<file path="config.mk">
export PLATFORM = sky130hd
export DESIGN_NAME = mem_port_arbiter
export DESIGN_NICKNAME = d
export VERILOG_FILES = /design/src/rtl/proc_mem_pkg.sv /design/src/rtl/mem_timeout_ctr.sv /design/src/rtl/mem_port_arbiter.sv
export SDC_FILE = /design/constraint.sdc
export NUM_CORES = 1
export LEC_CHECK = 0
export ABC_AREA = 1
export CAP_MARGIN = 40
export CORE_ASPECT_RATIO = 1.1
export CORE_UTILIZATION = 47
export CTS_BUF_LIST = sky130_fd_sc_hd__clkbuf_2 sky130_fd_sc_hd__clkbuf_4 sky130_fd_sc_hd__clkbuf_8
export DETAILED_ROUTE_END_ITERATION = 10
export GPL_ROUTABILITY_DRIVEN = 1
export GPL_TIMING_DRIVEN = 0
export PLACE_DENSITY = 0.95
export SYNTH_ARGS = -nofsm -noshare
export SYNTH_HDL_FRONTEND = slang
export SYNTH_SLANG_ARGS = --single-unit
</file>
<file path="constraint.sdc">
create_clock -name clk -period 3.3 [get_ports clk]
set_input_delay 0.825 -clock clk [delete_from_list [all_inputs] [get_ports clk]]
set_output_delay 0.825 -clock clk [all_outputs]
set_load 0.02 [all_outputs]
</file>
<file path="src/rtl/proc_mem_pkg.sv">
// Shared types and constants for the unified memory port arbiter.
//   state_e      : arbiter FSM states
//   gnt_e        : which requester owns the current transaction
//   TIMEOUT_DATA : read data returned when memory never acknowledges
//   ADDR_W       : address / data width of the memory port
package proc_mem_pkg;

    localparam int unsigned ADDR_W       = 32;
    localparam logic [31:0] TIMEOUT_DATA = 32'hDEAD_BEEF;

    typedef enum logic [1:0] {
        IDLE = 2'd0,
        BUSY = 2'd1,
        RESP = 2'd2
    } state_e;

    typedef enum logic {
        GNT_IF = 1'b0,
        GNT_D  = 1'b1
    } gnt_e;

    function automatic logic [31:0] sext_byte(input logic [7:0] b);
        return {{24{b[7]}}, b};
    endfunction

endpackage

</file>
<file path="src/rtl/mem_timeout_ctr.sv">
// Watchdog for one outstanding memory transaction.
// Ports:
//   clk, reset : clock, synchronous active-high reset
//   clear      : restart the count (asserted on every grant)
//   en         : counting window (arbiter is waiting on mem_ack)
//   ack        : memory acknowledged this cycle; suppresses expiry
//   expired    : comb flag, MEM_TIMEOUT-th waiting cycle passed without ack
module mem_timeout_ctr
    import proc_mem_pkg::*;
#(
    parameter int unsigned MEM_TIMEOUT = 16
) (
    input  logic clk,
    input  logic reset,
    input  logic clear,
    input  logic en,
    input  logic ack,
    output logic expired
);

    localparam int unsigned   CW   = (MEM_TIMEOUT > 1) ? $clog2(MEM_TIMEOUT) : 1;
    localparam logic [CW-1:0] LAST = CW'(MEM_TIMEOUT - 1);

    logic [CW-1:0] cnt_q, cnt_d;

    always_comb begin
        cnt_d   = cnt_q;
        expired = 1'b0;
        if (clear) begin
            cnt_d = '0;
        end else if (en && !ack) begin
            // An ack on the last cycle wins, so expiry is qualified by !ack.
            if (cnt_q == LAST) begin
                expired = 1'b1;
            end else begin
                cnt_d = cnt_q + 1'b1;
            end
        end
    end

    always_ff @(posedge clk) begin
        if (reset) begin
            cnt_q <= '0;
        end else begin
            cnt_q <= cnt_d;
        end
    end

endmodule

</file>
<file path="src/rtl/mem_port_arbiter.sv">
// Shares one memory port between instruction fetch (IF) and MEM-stage data
// access (D). One transaction at a time; D has priority over IF.
// Optional feature: define ARB_FETCH_FAIR_EN to let IF win after
// MAX_D_STREAK consecutive D grants made while IF was waiting.
// Ports:
//   clk, reset              : clock, synchronous active-high reset
//   if_req/if_addr          : fetch request (word read)
//   if_ready/if_rdata       : 1-cycle retire pulse and fetched word
//   d_req/d_we/d_word/d_addr/d_wdata : data request fields
//   d_ready/d_rdata         : 1-cycle retire pulse and load data (byte sign-extended)
//   mem_req/mem_we/mem_word/mem_addr/mem_wdata : memory request, held until ack
//   mem_rdata/mem_ack       : memory response
//   mem_err                 : sticky timeout flag
module mem_port_arbiter
    import proc_mem_pkg::*;
#(
    parameter int unsigned MEM_TIMEOUT  = 16,
    parameter int unsigned MAX_D_STREAK = 4
) (
    input  logic              clk,
    input  logic              reset,
    input  logic              if_req,
    input  logic [ADDR_W-1:0] if_addr,
    output logic              if_ready,
    output logic [31:0]       if_rdata,
    input  logic              d_req,
    input  logic              d_we,
    input  logic              d_word,
    input  logic [ADDR_W-1:0] d_addr,
    input  logic [31:0]       d_wdata,
    output logic              d_ready,
    output logic [31:0]       d_rdata,
    output logic              mem_req,
    output logic              mem_we,
    output logic              mem_word,
    output logic [ADDR_W-1:0] mem_addr,
    output logic [31:0]       mem_wdata,
    input  logic [31:0]       mem_rdata,
    input  logic              mem_ack,
    output logic              mem_err
);

    state_e            state_q, state_d;
    gnt_e              gnt_q, gnt_d;
    logic              mem_req_q, mem_req_d;
    logic              mem_we_q, mem_we_d;
    logic              mem_word_q, mem_word_d;
    logic [ADDR_W-1:0] mem_addr_q, mem_addr_d;
    logic [31:0]       mem_wdata_q, mem_wdata_d;
    logic              if_ready_q, if_ready_d;
    logic              d_ready_q, d_ready_d;
    logic [31:0]       if_rdata_q, if_rdata_d;
    logic [31:0]       d_rdata_q, d_rdata_d;
    logic              mem_err_q, mem_err_d;

    logic              grant;
    logic              take_d;
    logic              done;
    logic              tmo_expired;
    logic [31:0]       resp_data;

    mem_timeout_ctr #(
        .MEM_TIMEOUT(MEM_TIMEOUT)
    ) u_timeout (
        .clk    (clk),
        .reset  (reset),
        .clear  (grant),
        .en     (state_q == BUSY),
        .ack    (mem_ack),
        .expired(tmo_expired)
    );

`ifdef ARB_FETCH_FAIR_EN
    localparam int unsigned SW = $clog2(MAX_D_STREAK + 1);

    logic [SW-1:0] streak_q, streak_d;

    // IF takes its turn once D has won MAX_D_STREAK times in a row against it.
    always_comb begin
        take_d = d_req && !(if_req && (streak_q == SW'(MAX_D_STREAK)));
    end

    always_comb begin
        streak_d = streak_q;
        if (!if_req) begin
            streak_d = '0;
        end else if (grant && (gnt_d == GNT_IF)) begin
            streak_d = '0;
        end else if (grant && (gnt_d == GNT_D)) begin
            streak_d = streak_q + 1'b1;
        end
    end

    always_ff @(posedge clk) begin
        if (reset) begin
            streak_q <= '0;
        end else begin
            streak_q <= streak_d;
        end
    end
`else
    // Strict priority: the streak limit only matters when fairness is built in.
    logic unused_streak_cfg;

    always_comb begin
        take_d            = d_req;
        unused_streak_cfg = ^MAX_D_STREAK;
    end
`endif

    always_comb begin
        state_d     = state_q;
        gnt_d       = gnt_q;
        mem_req_d   = mem_req_q;
        mem_we_d    = mem_we_q;
        mem_word_d  = mem_word_q;
        mem_addr_d  = mem_addr_q;
        mem_wdata_d = mem_wdata_q;
        if_ready_d  = 1'b0;
        d_ready_d   = 1'b0;
        if_rdata_d  = if_rdata_q;
        d_rdata_d   = d_rdata_q;
        mem_err_d   = mem_err_q;
        grant       = 1'b0;
        done        = 1'b0;
        resp_data   = mem_rdata;

        unique case (state_q)
            IDLE: begin
                if (take_d) begin
                    grant       = 1'b1;
                    gnt_d       = GNT_D;
                    mem_req_d   = 1'b1;
                    mem_we_d    = d_we;
                    mem_word_d  = d_word;
                    mem_addr_d  = d_addr;
                    mem_wdata_d = d_word ? d_wdata : {24'b0, d_wdata[7:0]};
                    state_d     = BUSY;
                end else if (if_req) begin
                    grant       = 1'b1;
                    gnt_d       = GNT_IF;
                    mem_req_d   = 1'b1;
                    mem_we_d    = 1'b0;
                    mem_word_d  = 1'b1;
                    mem_addr_d  = if_addr;
                    mem_wdata_d = '0;
                    state_d     = BUSY;
                end
            end

            BUSY: begin
                if (mem_ack) begin
                    done      = 1'b1;
                    resp_data = mem_rdata;
                end else if (tmo_expired) begin
                    done      = 1'b1;
                    resp_data = TIMEOUT_DATA;
                    mem_err_d = 1'b1;
                end
                if (done) begin
                    state_d   = RESP;
                    mem_req_d = 1'b0;
                    if (gnt_q == GNT_D) begin
                        d_ready_d = 1'b1;
                        // The timeout marker is returned whole even for byte loads.
                        if (!mem_word_q && mem_ack) begin
                            d_rdata_d = sext_byte(mem_rdata[7:0]);
                        end else begin
                            d_rdata_d = resp_data;
                        end
                    end else begin
                        if_ready_d = 1'b1;
                        if_rdata_d = resp_data;
                    end
                end
            end

            RESP: begin
                state_d = IDLE;
            end

            default: begin
                state_d   = IDLE;
                mem_req_d = 1'b0;
            end
        endcase
    end

    always_ff @(posedge clk) begin
        if (reset) begin
            state_q     <= IDLE;
            gnt_q       <= GNT_IF;
            mem_req_q   <= 1'b0;
            mem_we_q    <= 1'b0;
            mem_word_q  <= 1'b0;
            mem_addr_q  <= '0;
            mem_wdata_q <= '0;
            if_ready_q  <= 1'b0;
            d_ready_q   <= 1'b0;
            if_rdata_q  <= '0;
            d_rdata_q   <= '0;
            mem_err_q   <= 1'b0;
        end else begin
            state_q     <= state_d;
            gnt_q       <= gnt_d;
            mem_req_q   <= mem_req_d;
            mem_we_q    <= mem_we_d;
            mem_word_q  <= mem_word_d;
            mem_addr_q  <= mem_addr_d;
            mem_wdata_q <= mem_wdata_d;
            if_ready_q  <= if_ready_d;
            d_ready_q   <= d_ready_d;
            if_rdata_q  <= if_rdata_d;
            d_rdata_q   <= d_rdata_d;
            mem_err_q   <= mem_err_d;
        end
    end

    assign if_ready  = if_ready_q;
    assign if_rdata  = if_rdata_q;
    assign d_ready   = d_ready_q;
    assign d_rdata   = d_rdata_q;
    assign mem_req   = mem_req_q;
    assign mem_we    = mem_we_q;
    assign mem_word  = mem_word_q;
    assign mem_addr  = mem_addr_q;
    assign mem_wdata = mem_wdata_q;
    assign mem_err   = mem_err_q;

endmodule

</file>
==> flow_summary.json, run 1 <==
{
  "startpoint_type": "flip-flop",
  "p_leak_uw": 0.00455,
  "syn_area_sq_um": 6130,
  "multi_input_area_sq_um": 2510,
  "crit_buf_inv": 1,
  "grt_pass1_vias": 6243,
  "synthTopCellsByArea": "dfxtp_1, nand2_1, nor2_1, inv_1, o21ai_0",
  "numClockSinks": 141,
  "via_count": 6592,
  "gp_congestion": 0.827,
  "die_h_um": 122,
  "syn_inst": 935,
  "cts_tree": "built",
  "timing.final.crit_share": 0.719,
  "detail-route-antenna-nets": 0,
  "grt_max_degree": 17,
  "vias_per_cell": 4.74,
  "synth_nets": 1071,
  "fillCellCount": 963,
  "core-area_sq_um": 12600,
  "initial_core_util": 0.485,
  "ys_seq_area_frac": 0.460,
  "layout.nets": 1357,
  "yosysTopAreaCellShare": 0.460,
  "synth_cell_types": 26,
  "finalSetupTns_ns": 0,
  "clk-insertion-delay-late_ns": 0.43,
  "cts_resized": 0,
  "post_cts_buffers": 0,
  "dp.final_hpwl_um": 14000,
  "die-area_sq_um": 13500,
  "synth_top_cell_by_area": "dfxtp_1",
  "drc": 0,
  "fin_skew_ns": 0.0120,
  "worst_slew_pin_slew_ns": 0.512,
  "areaGrowthSynthToFinish_pct": 53.8,
  "setup_viol": 0,
  "power_uw": 4280,
  "clock.fmax_mhz": 422,
  "routedWlPerCell_um": 13.3,
  "drt-initial-drc-count": 428,
  "grt_pass1_wl_um": 29300,
  "drive_gt1_frac": 0.0592,
  "worstPathMaxFanout": 3,
  "cts_buffers": 17,
  "synth-seq-cells": 141,
  "cts_buffer_depth": 2,
  "max_slew_margin": 0.658,
  "io_pins": 269,
  "critPathMaxStageDelay_ns": 0.66,
  "power_density_nw_per_um2": 454,
  "clk_pin_slew_ns": 0.08,
  "num_rows": 43,
  "root_buffer": "clkbuf_8",
  "ctsHoldBuffers": 0,
  "dr.pass1.iters": 5,
  "n_antenna_cell": 0,
  "fp.dieW_um": 111,
  "end_kind": "output port",
  "hold_viol": 0,
  "grt_antenna_before_repair": 0,
  "final-seq-area_sq_um": 2820,
  "grtUsageTotal": 0.272,
  "period_minus_slack_ns": 2.37,
  "worstPathArrival_ns": 1.55,
  "syn_area_per_cell_sq_um": 6.56,
  "status": "complete, no violations",
  "max-vdd-ir-drop_mv": 0.296,
  "htree_levels": 4,
  "globalRouteOverflowTotal": 0,
  "rsz0062_at_grt": "no",
  "worstSetupPathType": "flip-flop to output port",
  "hold_path_class": "flip-flop to flip-flop",
  "critical-path-top-delay-family": "buffers and inverters",
  "worst_ep_required_time_ns": 2.47,
  "place.port_buffers": 267,
  "slowest_stage": "clkdlybuf4s50_1",
  "synth_warnings": 0,
  "crit_chain": "clkdlybuf4s50_1",
  "cap_violations": 0,
  "wirelength_um": 18400,
  "report.final.slew_viol_count": 0
}
[final cells by class]
class                   instances  share of cell area
flip-flops and latches        141               0.299
clock inverters                14              0.0192
inverters                     140              0.0557
clock buffers                  18              0.0263
well taps                     157              0.0208
plain buffers                  51              0.0287
repair buffers                267               0.283
multi-input cells             603               0.266
[per-stage QoR]
stage / util / cell area (sq um) / worst slack [ns] / instances / hold WS, ns
after floorplan: - / 6130 / 1.60 / 935 / 0.479
after global placement: 0.712 / 9000 / 0.706 / 1359 / 0.437
after detailed placement: 0.712 / 9000 / 0.711 / 1359 / 0.446
after CTS: 0.746 / 9430 / 0.914 / 1391 / 0.462
after global routing: 0.746 / 9430 / 0.897 / 1391 / 0.483
final: 0.746 / 9430 / 0.929 / 1391 / 0.461
[registers in the layout, summed over array words and instances, names as in the netlist]
register,count
mem_we,1
if_rdata,32
u_timeout.cnt_q,4
gnt_q,1
if_ready,1
state_q,2
mem_wdata,32
mem_addr,32
d_ready,1
mem_req,1
d_rdata,32
mem_word,1
mem_err,1
[cells by family after synthesis]
group / synth area share
fa+ha+maj: 0.00204
xor+xnor: 0.00143
buf+inv: 0.130
flops: 0.460
simple gates: 0.311
compound gates: 0.0949
[path summary, 6_finish.rpt]
check | cells after the start | end | start | slack, ns
setup reg to reg | 8 | d_rdata[30] | u_timeout.cnt_q[0] | 1.57
hold / removal | 2 | mem_err | mem_err | 0.46
hold reg to reg | 2 | mem_err | mem_err | 0.46
setup / recovery | 1 | mem_word | mem_word | 0.93
[cell usage after synthesis]
cell type,instances
nand4_2,1
clkbuf_1,24
a21oi_1,12
nand2_2,1
buf_2,15
buf_6,5
nand2_1,317
inv_2,4
nor2_2,1
nor2_4,3
buf_4,6
nand3_2,2
o21ai_2,1
nand2_4,1
nor2_1,148
a21boi_0,1
o21ai_0,94
nand3_4,1
ha_1,1
o21ai_1,7
xnor2_1,1
buf_1,1
or2_1,1
dfxtp_1,141
nand3_1,10
inv_1,136
[placed cells by master, fill, tap and decap left out, types with 10 or more instances in the layout]
master	synthesis	routed
nand3_1	10	10
clkdlybuf4s50_1	0	267
a21oi_1	12	12
clkbuf_8	0	18
nand2_1	317	317
dfxtp_1	141	141
o21ai_0	94	94
inv_1	136	136
buf_2	15	15
nor2_1	148	148
clkbuf_1	24	24
[worst reg2reg max path: stages (launching register included)]
cell and delay (ns):
dfxtp_1 0.34, ha_1 0.24, nand3_2 0.12, nand2_4 0.09
nand4_2 0.19, clkbuf_1 0.42, nand2_1 0.09, nand2_1 0.10
inv_1 0.04
[layer usage]
metal,up-vias,share of wire,GRT usage
met5,-,0,0
met1,2933,0.39,0.301
met3,44,0.073,0.0751
met4,0,0.028,0.111
li1,3349,-,-
met2,266,0.51,0.491
[report_power, final]
part           total, uW  internal [uW]  switching, uW  leakage [uW]
clock               1490            784            703      0.000209
combinational        916            439            477       0.00318
sequential          1870           1810           63.2       0.00115
total               4280           3040           1240       0.00455
No activity file was read; power rests on OpenSTA's default activity.
==> run 2, diff against run 1 <==
--- a/config.mk
+++ b/config.mk
@@ -8,12 +8,12 @@
 export ABC_AREA = 1
 export CAP_MARGIN = 40
 export CORE_ASPECT_RATIO = 1.1
-export CORE_UTILIZATION = 47
+export CORE_UTILIZATION = 39
 export CTS_BUF_LIST = sky130_fd_sc_hd__clkbuf_2 sky130_fd_sc_hd__clkbuf_4 sky130_fd_sc_hd__clkbuf_8
 export DETAILED_ROUTE_END_ITERATION = 10
 export GPL_ROUTABILITY_DRIVEN = 1
 export GPL_TIMING_DRIVEN = 0
-export PLACE_DENSITY = 0.95
+export PLACE_DENSITY = 0.86
 export SYNTH_ARGS = -nofsm -noshare
 export SYNTH_HDL_FRONTEND = slang
 export SYNTH_SLANG_ARGS = --single-unit
==> constraint.sdc (replaced) <==
create_clock -name clk -period 2 [get_ports clk]
set_input_delay 0.5 -clock clk [delete_from_list [all_inputs] [get_ports clk]]
set_output_delay 0.5 -clock clk [all_outputs]
set_load 0.02 [all_outputs]
==> flow_summary.json, run 2 (synthesis gave the netlist of run 1 again) <==
{
  "status": "complete, no violations",
  "grt_pass1_wl_um": 28700,
  "n_antenna_cell": 0,
  "cp-startpoint": "mem_addr[30]",
  "globalRouteOverflowTotal": 0,
  "hold_viol": 0,
  "rsz0062_at_grt": "no",
  "power_density_nw_per_um2": 742,
  "ctsHoldBuffers": 0,
  "p_clk_frac": 0.347,
  "numClockSinks": 141,
  "fp.dieW_um": 122,
  "root_buffer": "clkbuf_8",
  "dp.final_hpwl_um": 13900,
  "crit_end": "mem_addr[30]",
  "drive_gt1_frac": 0.0616,
  "grtUsageTotal": 0.226,
  "post_cts_buffers": 0,
  "areaGrowthSynthToFinish_pct": 54.7,
  "max-vdd-ir-drop_mv": 0.497,
  "worstPathArrival_ns": 1.43,
  "core-area_sq_um": 15200,
  "r2r_start": "u_timeout.cnt_q[0]",
  "cts_tree": "built",
  "place.port_buffers": 267,
  "fillCellCount": 1354,
  "htree_levels": 4,
  "vias_per_cell": 4.51,
  "io_pins": 269,
  "clk-insertion-delay-late_ns": 0.44,
  "worstSetupPathType": "flip-flop to output port",
  "end_kind": "output port",
  "die_h_um": 134,
  "max_slew_margin": 0.678,
  "p_leak_uw": 0.00457,
  "hold_path_class": "input port to flip-flop",
  "clk_pin_slew_ns": 0.08,
  "grt_pass1_vias": 6060,
  "fin_ws_ns": 0.0655,
  "wirelength_um": 18200,
  "routedWlPerCell_um": 12.7,
  "timing.rr.end": "if_rdata[29]",
  "crit_buf_inv": 1,
  "pwr-share-seq": 0.439,
  "clock.fmax_mhz": 517,
  "worst_ep_required_time_ns": 1.50,
  "power_switching_uw": 2000,
  "layout_commonest_cell": "nand2_1",
  "worst_slew_pin_slew_ns": 0.483,
  "layout.nets": 1357,
  "cts_buffer_depth": 2,
  "detail-route-antenna-nets": 0,
  "cts_buffers": 17,
  "setup_viol": 0,
  "dpl-instance-area_sq_um": 9050,
  "initial_core_util": 0.403,
  "num_rows": 47,
  "gp_congestion": 0.842,
  "fin_skew_ns": 0.0110,
  "drc": 0,
  "finalSetupTns_ns": 0,
  "period_minus_slack_ns": 1.93,
  "crit_chain": "clkdlybuf4s50_1",
  "slowest_stage": "clkdlybuf4s50_1",
  "die-area_sq_um": 16200,
  "critical-path-top-delay-family": "buffers and inverters",
  "cap_violations": 0,
  "reg2reg_depth": 8,
  "worstPathMaxFanout": 2,
  "dr.pass1.iters": 5,
  "report.final.slew_viol_count": 0,
  "grt_max_degree": 17,
  "pre_cts_ws_ns": -0.352,
  "via_count": 6454,
  "r2r_slack_ns": 0.29,
  "fin_area_sq_um": 9480,
  "p_sw_frac": 0.285,
  "critical_path_depth": 1,
  "critPathMaxStageDelay_ns": 0.63,
  "final_cell_mix": "nand2_1, clkdlybuf4s50_1, nor2_1",
  "timing.final.crit_share": 0.967,
  "startpoint_type": "flip-flop",
  "combPwrFrac": 0.214,
  "grt_antenna_before_repair": 0,
  "drt-initial-drc-count": 329,
  "intPower_uw": 5040
}
run 2: metrics by stage:
step                      total power [uW]  instances   util  hold slack, ns
after global placement                4640       1398  0.594           0.437
after floorplan                       3880        935      -           0.479
after global routing                  7380       1430  0.623           0.449
after CTS                             7110       1430  0.622           0.410
after detailed placement              4660       1398  0.594           0.444
final                                 7040       1430  0.623           0.444
run 2: worst min-delay path by stage:
stage / start / to / slack (ns) / cells past startpoint
2_1_floorplan: u_timeout.cnt_q[3] / u_timeout.cnt_q[3] / 0.48 / 2
3_3_place_gp: mem_wdata[24] / mem_wdata[24] / 0.44 / 2
3_5_place_dp: mem_wdata[24] / mem_wdata[24] / 0.44 / 2
4_1_cts: d_word / mem_wdata[15] / 0.41 / 3
5_1_grt: d_word / mem_wdata[13] / 0.45 / 3
6_report: d_word / mem_wdata[12] / 0.44 / 3
run 2: repair_timing:
| item | CTS | global route |
|---|---|---|
| setup endpoints to repair | 1 | 11 |
| cloned | 0 | 0 |
| resized for setup | 1 | 6 |
run 2: power by group through the flow:
stage	logic (uW)	registers, uW	clock network [uW]
2_1_floorplan	516	3360	0
3_3_place_gp	1490	3150	0
3_5_place_dp	1510	3160	0
4_1_cts	1510	3090	2500
5_1_grt	1650	3110	2620
6_report	1500	3090	2450
run 2: cell type report:
type | instances | area (sq um) | area share
Clock inverter | 12 | 160 | 0.0169
Inverter | 140 | 526 | 0.0554
Timing Repair Buffer | 267 | 2670 | 0.282
Buffer | 51 | 274 | 0.0289
Tap cell | 196 | 245 | 0.0259
Multi-Input combinational cell | 603 | 2510 | 0.265
Sequential cell | 141 | 2820 | 0.298
Clock buffer | 20 | 269 | 0.0284
run 2: routing by layer:
metal / share of wire / vias to the layer above / track usage
met5: 0 / - / 0
met4: 0.023 / 0 / 0.0905
met3: 0.083 / 33 / 0.0698
met2: 0.50 / 229 / 0.410
met1: 0.39 / 2844 / 0.239
li1: - / 3348 / -
run 2: worst min-delay path, cell delays in order:
cell      delay [ns]
clkbuf_1        0.17
nand2_1         0.09
o21ai_0         0.07
